`config.mk`:
```
export PLATFORM = sky130hd
export DESIGN_NAME = display_pager
export DESIGN_NICKNAME = d
export VERILOG_FILES = /design/src/rtl/display_pkg.sv /design/src/rtl/seg7_hex.sv /design/src/rtl/display_pager.sv
export SDC_FILE = /design/constraint.sdc
export NUM_CORES = 1
export LEC_CHECK = 0
export CAP_MARGIN = 20
export CELL_PAD_IN_SITES_DETAIL_PLACEMENT = 2
export CELL_PAD_IN_SITES_GLOBAL_PLACEMENT = 2
export CORE_MARGIN = 3
export CORE_UTILIZATION = 32
export DETAILED_ROUTE_END_ITERATION = 16
export PLACE_DENSITY = 0.77
export SKIP_CTS_REPAIR_TIMING = 1
export SYNTH_ARGS = -nofsm -noshare
export SYNTH_HDL_FRONTEND = slang
export SYNTH_SLANG_ARGS = --single-unit
```
`constraint.sdc`:
```
create_clock -name clk -period 2.1 [get_ports clk]
set_clock_uncertainty 0.1 [all_clocks]
set_input_delay 0.63 -clock clk [delete_from_list [all_inputs] [get_ports clk]]
set_output_delay 0.63 -clock clk [all_outputs]
set_load 0.02 [all_outputs]
```
`src/rtl/display_pkg.sv`:
```
// Shared definitions for the display pager: segment codes, FSM states and
// the decimal digit count needed for a given value width.
package display_pkg;

    localparam logic [6:0] SEG_BLANK   = 7'h7F;
    localparam logic [6:0] SEG_C_LOWER = 7'h27;

    typedef enum logic [1:0] {
        LOAD = 2'd0,
        CONV = 2'd1,
        SHOW = 2'd2
    } fsm_t;

    // Decimal digits needed to show 2**data_w - 1.
    function automatic int unsigned bcd_digits(input int unsigned data_w);
        if (data_w <= 3) return 1;
        if (data_w <= 6) return 2;
        if (data_w <= 9) return 3;
        return 4;
    endfunction

endpackage

```
`src/rtl/seg7_hex.sv`:
```
// Combinational hex digit to active-low seven-segment decoder (bit6=g .. bit0=a).
// Ports: digit - 4-bit value 0..F; seg_c - active-low segment pattern.
module seg7_hex (
    input  logic [3:0] digit,
    output logic [6:0] seg_c
);

    always_comb begin
        seg_c = 7'h7F;
        case (digit)
            4'h0: seg_c = 7'h40;
            4'h1: seg_c = 7'h79;
            4'h2: seg_c = 7'h24;
            4'h3: seg_c = 7'h30;
            4'h4: seg_c = 7'h19;
            4'h5: seg_c = 7'h12;
            4'h6: seg_c = 7'h02;
            4'h7: seg_c = 7'h78;
            4'h8: seg_c = 7'h00;
            4'h9: seg_c = 7'h10;
            4'hA: seg_c = 7'h08;
            4'hB: seg_c = 7'h03;
            4'hC: seg_c = 7'h46;
            4'hD: seg_c = 7'h21;
            4'hE: seg_c = 7'h06;
            default: seg_c = 7'h0E;
        endcase
    end

endmodule

```
`src/rtl/display_pager.sv`:
```
// Paged status display: shows one of N_CH channel values in decimal on
// HEX3..HEX0 with a "c<page>" label on HEX5..HEX4, pages by button or timer,
// blinks while halted and stretches the match indication on LEDR[3].
// Ports: clk, resetn (async active-low); ch_data - packed channel values;
// state, halt_signal, match_signal - core status; page_next - advance pulse;
// auto_page - timer paging enable; HEX0..HEX5 - active-low segments;
// LEDR - status LEDs; conv_busy - BCD conversion in progress.
module display_pager
    import display_pkg::*;
#(
    parameter int unsigned DATA_W      = 8,
    parameter int unsigned N_CH        = 4,
    parameter int unsigned PAGE_TICKS  = 50_000_000,
    parameter int unsigned BLINK_TICKS = 25_000_000,
    parameter int unsigned MATCH_HOLD  = 12_500_000,
    parameter int unsigned TC_CH       = N_CH - 1
) (
    input  logic                     clk,
    input  logic                     resetn,
    input  logic [N_CH*DATA_W-1:0]   ch_data,
    input  logic [1:0]               state,
    input  logic                     halt_signal,
    input  logic                     match_signal,
    input  logic                     page_next,
    input  logic                     auto_page,
    output logic [6:0]               HEX0,
    output logic [6:0]               HEX1,
    output logic [6:0]               HEX2,
    output logic [6:0]               HEX3,
    output logic [6:0]               HEX4,
    output logic [6:0]               HEX5,
    output logic [9:0]               LEDR,
    output logic                     conv_busy
);

    localparam int unsigned ND    = bcd_digits(DATA_W);
    localparam int unsigned BCD_W = 4 * ND;
    localparam int unsigned CW    = $clog2(DATA_W + 1);
    localparam int unsigned PW    = (N_CH > 1) ? $clog2(N_CH) : 1;
    localparam int unsigned TW    = (PAGE_TICKS > 1) ? $clog2(PAGE_TICKS) : 1;
    localparam int unsigned BW    = (BLINK_TICKS > 1) ? $clog2(BLINK_TICKS) : 1;
    localparam int unsigned MW    = (MATCH_HOLD > 1) ? $clog2(MATCH_HOLD) : 1;

    fsm_t              fsm_q, fsm_d;
    logic [DATA_W-1:0] ch_sel, sample_q, shreg_q;
    logic [BCD_W-1:0]  bcd_q, bcd_adj, bcd_shift;
    logic [CW-1:0]     bit_cnt_q;
    logic [PW-1:0]     page_q, page_loaded_q;
    logic [15:0]       digits_q;
    logic              lit_q;
    logic [TW-1:0]     tick_q;
    logic              tick_hit;
    logic [BW-1:0]     blink_cnt_q;
    logic              blink_phase_q;
    logic [MW-1:0]     hold_q;
    logic              match_prev_q;
    logic [6:0]        seg0_c, seg1_c, seg2_c, seg3_c, seg4_c;
    logic              blank_all, d3z, d2z, d1z;

    // Value of the currently selected channel.
    always_comb begin
        ch_sel = '0;
        for (int k = 0; k < N_CH; k++) begin
            if (page_q == PW'(k)) ch_sel = ch_data[k*DATA_W +: DATA_W];
        end
    end

    // One shift-add-3 step: correct nibbles >= 5, then shift in the next sample bit.
    always_comb begin
        bcd_adj = bcd_q;
        for (int n = 0; n < ND; n++) begin
            if (bcd_q[n*4 +: 4] >= 4'd5) bcd_adj[n*4 +: 4] = bcd_q[n*4 +: 4] + 4'd3;
        end
        bcd_shift = (bcd_adj << 1) | BCD_W'(shreg_q[DATA_W-1]);
    end

    // FSM state register.
    always_ff @(posedge clk or negedge resetn) begin
        if (!resetn) fsm_q <= LOAD;
        else         fsm_q <= fsm_d;
    end

    // FSM next state; SHOW reloads on a data change or a page change since LOAD.
    always_comb begin
        fsm_d = fsm_q;
        case (fsm_q)
            LOAD: fsm_d = CONV;
            CONV: if (bit_cnt_q == CW'(1)) fsm_d = SHOW;
            SHOW: if ((ch_sel != sample_q) || (page_q != page_loaded_q)) fsm_d = LOAD;
            default: fsm_d = LOAD;
        endcase
    end

    // Conversion datapath; digit registers update only on the final CONV step.
    always_ff @(posedge clk or negedge resetn) begin
        if (!resetn) begin
            sample_q      <= '0;
            shreg_q       <= '0;
            bcd_q         <= '0;
            bit_cnt_q     <= '0;
            page_loaded_q <= '0;
            digits_q      <= '0;
            lit_q         <= 1'b0;
            conv_busy     <= 1'b0;
        end else begin
            conv_busy <= (fsm_d != SHOW);
            case (fsm_q)
                LOAD: begin
                    sample_q      <= ch_sel;
                    shreg_q       <= ch_sel;
                    bcd_q         <= '0;
                    bit_cnt_q     <= CW'(DATA_W);
                    page_loaded_q <= page_q;
                end
                CONV: begin
                    bcd_q     <= bcd_shift;
                    shreg_q   <= shreg_q << 1;
                    bit_cnt_q <= bit_cnt_q - CW'(1);
                    if (bit_cnt_q == CW'(1)) begin
                        digits_q <= 16'(bcd_shift);
                        lit_q    <= 1'b1;
                    end
                end
                default: ;
            endcase
        end
    end

    assign tick_hit = auto_page && (tick_q == TW'(PAGE_TICKS - 1));

    // Page select; a button press and a timer tick together advance once.
    always_ff @(posedge clk or negedge resetn) begin
        if (!resetn) begin
            page_q <= '0;
            tick_q <= '0;
        end else begin
            if (!auto_page || page_next || tick_hit) tick_q <= '0;
            else                                     tick_q <= tick_q + TW'(1);
            if (page_next || tick_hit) begin
                page_q <= (page_q == PW'(N_CH - 1)) ? '0 : page_q + PW'(1);
            end
        end
    end

    // Halt blink phase; leaving halt restores the lit phase.
    always_ff @(posedge clk or negedge resetn) begin
        if (!resetn) begin
            blink_cnt_q   <= '0;
            blink_phase_q <= 1'b0;
        end else if (!halt_signal) begin
            blink_cnt_q   <= '0;
            blink_phase_q <= 1'b0;
        end else if (blink_cnt_q == BW'(BLINK_TICKS - 1)) begin
            blink_cnt_q   <= '0;
            blink_phase_q <= ~blink_phase_q;
        end else begin
            blink_cnt_q   <= blink_cnt_q + BW'(1);
        end
    end

    // Match stretch and status LEDs.
    always_ff @(posedge clk or negedge resetn) begin
        if (!resetn) begin
            hold_q       <= '0;
            match_prev_q <= 1'b0;
            LEDR         <= '0;
        end else begin
            match_prev_q <= match_signal;
            if (match_signal && !match_prev_q) hold_q <= MW'(MATCH_HOLD - 1);
            else if (hold_q != '0)             hold_q <= hold_q - MW'(1);
            LEDR <= {6'(ch_data[TC_CH*DATA_W +: DATA_W]),
                     (hold_q != '0) || match_signal, halt_signal, state};
        end
    end

    seg7_hex u_seg0 (.digit(digits_q[3:0]),   .seg_c(seg0_c));
    seg7_hex u_seg1 (.digit(digits_q[7:4]),   .seg_c(seg1_c));
    seg7_hex u_seg2 (.digit(digits_q[11:8]),  .seg_c(seg2_c));
    seg7_hex u_seg3 (.digit(digits_q[15:12]), .seg_c(seg3_c));
    seg7_hex u_seg4 (.digit(4'(page_q)),      .seg_c(seg4_c));

    // Leading-zero blanking and the blank override (before first value, or blink).
    always_comb begin
        blank_all = !lit_q || blink_phase_q;
        d3z  = (digits_q[15:12] == 4'd0);
        d2z  = d3z && (digits_q[11:8] == 4'd0);
        d1z  = d2z && (digits_q[7:4] == 4'd0);
        HEX0 = blank_all         ? SEG_BLANK : seg0_c;
        HEX1 = (blank_all || d1z) ? SEG_BLANK : seg1_c;
        HEX2 = (blank_all || d2z) ? SEG_BLANK : seg2_c;
        HEX3 = (blank_all || d3z) ? SEG_BLANK : seg3_c;
        HEX4 = blank_all         ? SEG_BLANK : seg4_c;
        HEX5 = blank_all         ? SEG_BLANK : SEG_C_LOWER;
    end

endmodule

```
==> results.md, run 1 <==
- Status: complete, but fails checks
- Failing checks: negative setup slack
- Cells after Synth: between 800 and 900
- Clk_lat worst skew: ~0.44 ns
- Wire per inst: 19.82 µm
- Ys Warns: 0
- Synthesized area per cell: between 9 and 10 µm²
- Setup TNS: -12.30 ns
- Initial Util: approximately a third
- RSZ-0062 raised after global routing: true
- Largest net degree at the start of global routing: 32
- Finished Layout Cells: around 1400
- Die area: 25850 µm²
- CP Capture Type: output pin
- Root Driver: clkbuf_16
- Synth unique cells: slightly below 70
- Final period util: 131.8%
- CTS Buf Count: 17
- Die W: 160.8 µm
- Global placement routability congestion: slightly below 0.8
- Area of the core: between 20000 and 25000 µm²
- Post-DR vias/cell: 5.049
- Vias in the first global route: around 7500
- Die Ht: 160.8 µm
- Clock Sinks: 139
- Cell Area, Placed: ~9500 µm²
- Fin. Hold Viols: 0
- Final setup viols: 56
- Hold WC Path Type: flip-flop to flip-flop
- Final WS setup: -0.6688 ns
- Worst IR Drop VDD: between 600 and 700 µV
- CP cell instances: inv_2 -> ha_4 -> inv_2 -> mux4_2 -> or2_4 -> buf_6
- Crit path max-delay family: multiplexers
- Power per cell area: 1294 nW/µm²
- DR iter-0 viols: 219
- Sequential share of the synthesized area: between 40% and 50%
- Wirelength, routed: between 20 and 30 mm
- Max transition margin: a little under two thirds
- Fraction of layout cells with a size suffix above 1: roughly 29%
- Worst Path Required: about 1.4 ns
- Antenna violations before repair: 0
- Arr. time, crit path: 2.04 ns
- GRT overflow: 0
- Post-Place Cells: approximately 1300
- DRC Markers: 0
- Number of max-cap violations: 0
- CTS Buffer Depth: 2
- Peak fanout along the critical path: 4
- Async set or reset register ratio after synthesis: 100.0%
- HPWL Detailed: approximately 17 mm
- Final Critical Period: around 2.8 ns
- Top Ports: 93
- Startpoint Class: flip-flop
- WP buf/inv: 3
- Final hold slack: 0.3979 ns
- Worst-Margin Slew: between 0.5 and 0.6 ns
- Clk slew on worst S/H paths: 0.06 ns
- Slew Limit Fails: 0
- Flip-flop and latch count after synthesis: roughly 140
- Area of the mapped netlist: roughly 7700 µm²
- Total power: around 14 mW
- GRT Resource Usage Total: 18.54%
- Final #Nets: 1092
- Rows: 56
- Htree depth: 4
- Vias: between 6000 and 7000
- Count of input and output buffers: 81
- Area Growth Syn to Fin: 42.21%
- Final ANT Viol Nets: 0
- Final instance area: around 11000 µm²
- Slowest-stage cell, CP: mux4_2
- Critical path's largest stage delay: 0.45 ns
- Pleak: roughly 4.7 nW
- Critical path's most frequent cell: inv_2
- Worst Setup Path Type: flip-flop to output pin
- First-pass GRT wire length: ~39 mm
- DRT Pass-1 Iters: 4
- Main flop type after synthesis: dfrtp_1
- FMAX: roughly 360 MHz
- Number of diodes: 0
- TritonCTS clock tree: yes
- EDFF count, synth: 0
-- kinds of logic (layout without fill, tap and decap cells) --
| family | after synthesis | in the layout | synth area share [%] |
|---|---|---|---|
| xor+xnor | 78 | 78 | 8.911 |
| simple gates | 349 | 349 | 22.47 |
| other cells | 1 | 11 | 0.04892 |
| mux | 11 | 11 | 1.681 |
| flops | 139 | 139 | 45.37 |
| fa+ha+maj | 33 | 33 | 5.386 |
| buf+inv | 83 | 275 | 4.994 |
| compound gates | 136 | 136 | 11.13 |
-- metal layers --
layer	vias to the layer above	routed length [µm]	track usage, %
met2	86	14860	35.26
met3	28	493	2.992
li1	3183	-	-
met1	3524	11070	21.83
met5	-	0	0
met4	0	360	4.106
-- cell type report --
class	count	area, µm²
timing repair buffer	212	1934
tap	319	399.1
inverter	31	122.6
multi-input combinational	618	4408
clock buffer	17	425.4
fill	2507	12640
sequential	139	3481
clock inverter	15	131.4
-- worst paths after layout --
kind                                  start         end  slack [ns]  depth (start not counted)
worst max-delay path            digits_q[0]     HEX0[3]       -0.67                          6
worst min-delay path             shreg_q[1]  shreg_q[1]        0.40                          2
worst max register to register    page_q[0]   conv_busy       -0.25                          8
worst min register to register   shreg_q[1]  shreg_q[1]        0.40                          2
max in group asynchronous            resetn  tick_q[24]        0.80                          3
min in group asynchronous            resetn  hold_q[11]        0.54                          2
-- through the flow --
stage          utilization (%)  setup WS [ns]
3_3_place_gp             40.44        -0.5723
6_report                 46.31        -0.6688
5_1_grt                  46.31        -0.7245
3_5_place_dp             40.44        -0.6379
2_1_floorplan                -        -0.1245
4_1_cts                  42.80         -1.103
-- flip-flops by register name, indices dropped and copies added (netlist names), 2 cells and up --
name and count:
digits_q 12, fsm_q 2, page_loaded_q 2, blink_cnt_q 25
sample_q 8, LEDR 10, shreg_q 8, page_q 2
bit_cnt_q 4, bcd_q 12, tick_q 26, hold_q 24
-- synth_stat cells, types with 11 or more instances --
library cell / count / area share (%)
dfrtp_1: 139 / 45
nand2_1: 117 / 5.7
nor2_1: 92 / 4.5
o21ai_0: 47 / 3.1
xor2_1: 45 / 5.1
ha_1: 33 / 5.4
xnor2_1: 33 / 3.8
clkbuf_1: 30 / 1.5
inv_1: 30 / 1.5
nand3_1: 30 / 2.0
a21oi_1: 24 / 1.6
and3_1: 21 / 1.7
o211ai_1: 20 / 2.0
buf_4: 16 / 1.6
nand2b_1: 13 / 1.1
nand4_1: 11 / 0.90
-- tightest hold or removal path: cells and delay by family (launching register included) --
kind	cells	cell delay, ns
flip-flops	1	0.35
AO/OA/AOI/OAI	1	0.06
AND/OR/NAND/NOR	1	0.05
-- layout by cell type (no fill, tap or decap), drive strengths merged, types with 7 or more instances in the layout --
| cell type | count |
|---|---|
| buf | 162 |
| dfrtp | 139 |
| nand2 | 117 |
| nor2 | 92 |
| o21ai | 52 |
| xor2 | 45 |
| inv | 39 |
| clkdlybuf4s50 | 38 |
| xnor2 | 33 |
| ha | 33 |
| nand3 | 31 |
| a21oi | 24 |
| and3 | 22 |
| o211ai | 20 |
| clkbuf | 17 |
| nand2b | 13 |
| nor3 | 12 |
| nand4 | 11 |
| conb | 11 |
| dlymetal6s2s | 11 |
| nor2b | 9 |
| nor4 | 7 |
-- power breakdown --
| part | internal, mW | leakage, nW | switching (mW) |
|---|---|---|---|
| Sequential | 3.18 | 1.75 | 0.456 |
| Combinational | 3.44 | 2.72 | 4.14 |
| Clock | 1.55 | 0.269 | 1.35 |
| Total | 8.17 | 4.74 | 5.94 |
(Power assumes the default switching activity.)
==> run 2: changes to the inputs <==
Settings changed: SLEW_MARGIN set to 30.
==> results of run 2 <==
Final layout, timing and power as in run 1 (identical DEF).
==> run 3: changes to the inputs <==
Settings changed: CORE_ASPECT_RATIO set to 0.8, TNS_END_PERCENT set to 1.
==> run 3 against run 2 <==
  * Total power decreased by 6.4%
  * Maximum frequency about the same
  * Die area about the same
  * Largest power group unchanged
  * Core utilization decreased by 2.2 points
  * Via count decreased by 3.4%
  * The flow still finishes with violations (negative setup slack)
  * Critical path type unchanged
  * First-iteration DRC count increased by 16%
  * Count of clock-buffer cells in the layout increased by 1
  * Worst hold slack about the same
==> results.md, run 3 (synthesis results as in run 1) <==
- Die Ht: 144.4 µm
- Fraction of layout cells with a size suffix above 1: between 20% and 30%
- Final setup viols: 43
- Area of the core: 23460 µm²
- Wire per inst: 18.31 µm
- Hold endpoint: page_loaded_q[0]
- Failing checks: negative setup slack
- DRT Pass-1 Iters: 4
- Worst IR Drop VDD: 605.3 µV
- Final ANT Viol Nets: 0
- Peak fanout along the critical path: 3
- Antenna violations before repair: 0
- Clock Sinks: around 140
- Hold WC Path Type: flip-flop to flip-flop
- Reg-to-Reg End: conv_busy
- Root Driver: clkbuf_16
- First-pass GRT wire length: around 40 mm
- Crit path max-delay family: multiplexers
- Critical path's largest stage delay: 0.46 ns
- Slowest-stage cell, CP: mux4_2
- # fillers: ~2500
- Status: complete, but fails checks
- Count of input and output buffers: between 80 and 90
- CTS Buf Count: 17
- GRT overflow: 0
- CP Capture Type: output pin
- GRT Resource Usage Total: 19.31%
- CP cell instances: buf_4 -> ha_1 -> mux4_2 -> or2_4 -> buf_6
- DRC Markers: 0
- Clk_lat worst skew: approximately 0.43 ns
- Hold depth: 2
- CTS Buffer Depth: 2
- Final #Nets: around 1100
- R2R Path Start: page_q[1]
- Reg with most FFs: tick_q
- Power per cell area: ~1300 nW/µm²
- Commonest non-fill, non-tap cell in the layout: dfrtp_1
- Top Ports: 93
- Largest net degree at the start of global routing: 53
- Area Growth Syn to Fin: 35.01%
- Wirelength, routed: 24.24 mm
- Number of max-cap violations: 0
- Die area: approximately 26000 µm²
- RSZ-0062 raised after global routing: true
- Clk slew on worst S/H paths: 0.07 ns
- Finished Layout Cells: around 1300
- Worst Path Required: around 1.4 ns
- Reg2Reg Depth: 9
- Worst Setup Path Type: flip-flop to output pin
- Pre-CTS setup slack: -0.6370 ns
- Number of diodes: 0
- DR iter-0 viols: approximately 250
- Fin. Hold Viols: 0
- Vias: roughly 6600
- Final period util: 131.8%
- Cell Area, Placed: roughly 9500 µm²
- Worst-Margin Slew: between 0.5 and 0.6 ns
- Arr. time, crit path: between 2 and 2.5 ns
- Max transition margin: 65.63%
- Final instance area: 10350 µm²
- Final WS setup: -0.6668 ns
- Regs by FF count: tick_q x26, blink_cnt_q x25, hold_q x24
- Initial Util: between 30 and 40%
- HPWL Detailed: between 15 and 20 mm
- FMAX: ~360 MHz
- Die W: roughly 180 µm
- Final hold slack: about 0.40 ns
- Final Critical Period: about 2.8 ns
- Startpoint Class: flip-flop
- Vias in the first global route: 7492
- Slew Limit Fails: 0
- Pleak: around 4.6 nW
- Most frequent cells in the layout: dfrtp_1 (138), nand2_1 (112), buf_4 (106), nor2_1 (92), xor2_1 (44)
- Rows: 50
- Global placement routability congestion: about 0.8
- Post-Place Cells: 1291
- WP buf/inv: 2
- Htree depth: 4
- R2R setup slack: -0.20 ns
- TritonCTS clock tree: yes
- Largest register FFs: 26
- HP Start: page_loaded_q[0]
- Post-DR vias/cell: 4.978
==> run 3: cell type report <==
type | count | area [µm²] | share of cell area (%)
Sequential cell | 139 | 3480 | 33.62
Inverter | 31 | 118.9 | 1.148
Multi-Input combinational cell | 618 | 4108 | 39.69
Tap cell | 312 | 390.4 | 3.772
Timing Repair Buffer | 192 | 1685 | 16.28
Clock inverter | 14 | 138.9 | 1.342
Clock buffer | 18 | 429.2 | 4.147
==> run 3: worst max-delay path by stage <==
stage / from / to / slack, ns / cells past startpoint
2_1_floorplan: digits_q[0] / HEX0[3] / -0.12 / 5
3_3_place_gp: digits_q[0] / HEX0[3] / -0.58 / 6
3_5_place_dp: digits_q[0] / HEX0[3] / -0.64 / 6
4_1_cts: digits_q[0] / HEX0[3] / -1.12 / 6
5_1_grt: digits_q[0] / HEX0[3] / -0.73 / 5
6_report: digits_q[0] / HEX0[3] / -0.67 / 5
==> run 3: report_power, final <==
group	leakage [nW]	internal (mW)	switching, mW
Clock	0.258	1.65	1.27
Combinational	2.57	2.98	3.65
Sequential	1.75	3.18	0.476
==> run 3: stage by stage <==
stage                     utilization [%]  total power [mW]  setup TNS, ns
after floorplan                         -             7.128        -0.7203
after global placement              40.69             9.806         -13.26
after detailed placement            40.69             10.17         -19.30
after CTS                           43.11             13.25         -30.19
after global routing                44.12             14.26         -15.22
final                               44.12             13.20         -9.985
==> run 3: routing by layer <==
metal | part of all wire, % | track usage [%] | vias to the layer above
li1 | - | - | 3140
met1 | 45 | 25.24 | 3364
met2 | 51 | 33.61 | 72
met3 | 2.3 | 3.228 | 15
met4 | 0.87 | 4.508 | 0
met5 | 0 | 0 | -
==> run 3: tightest hold or removal path: stages, from the launching register on <==
cell	delay, ns
dfrtp_1	0.36
nand2_1	0.05
o21ai_0	0.06
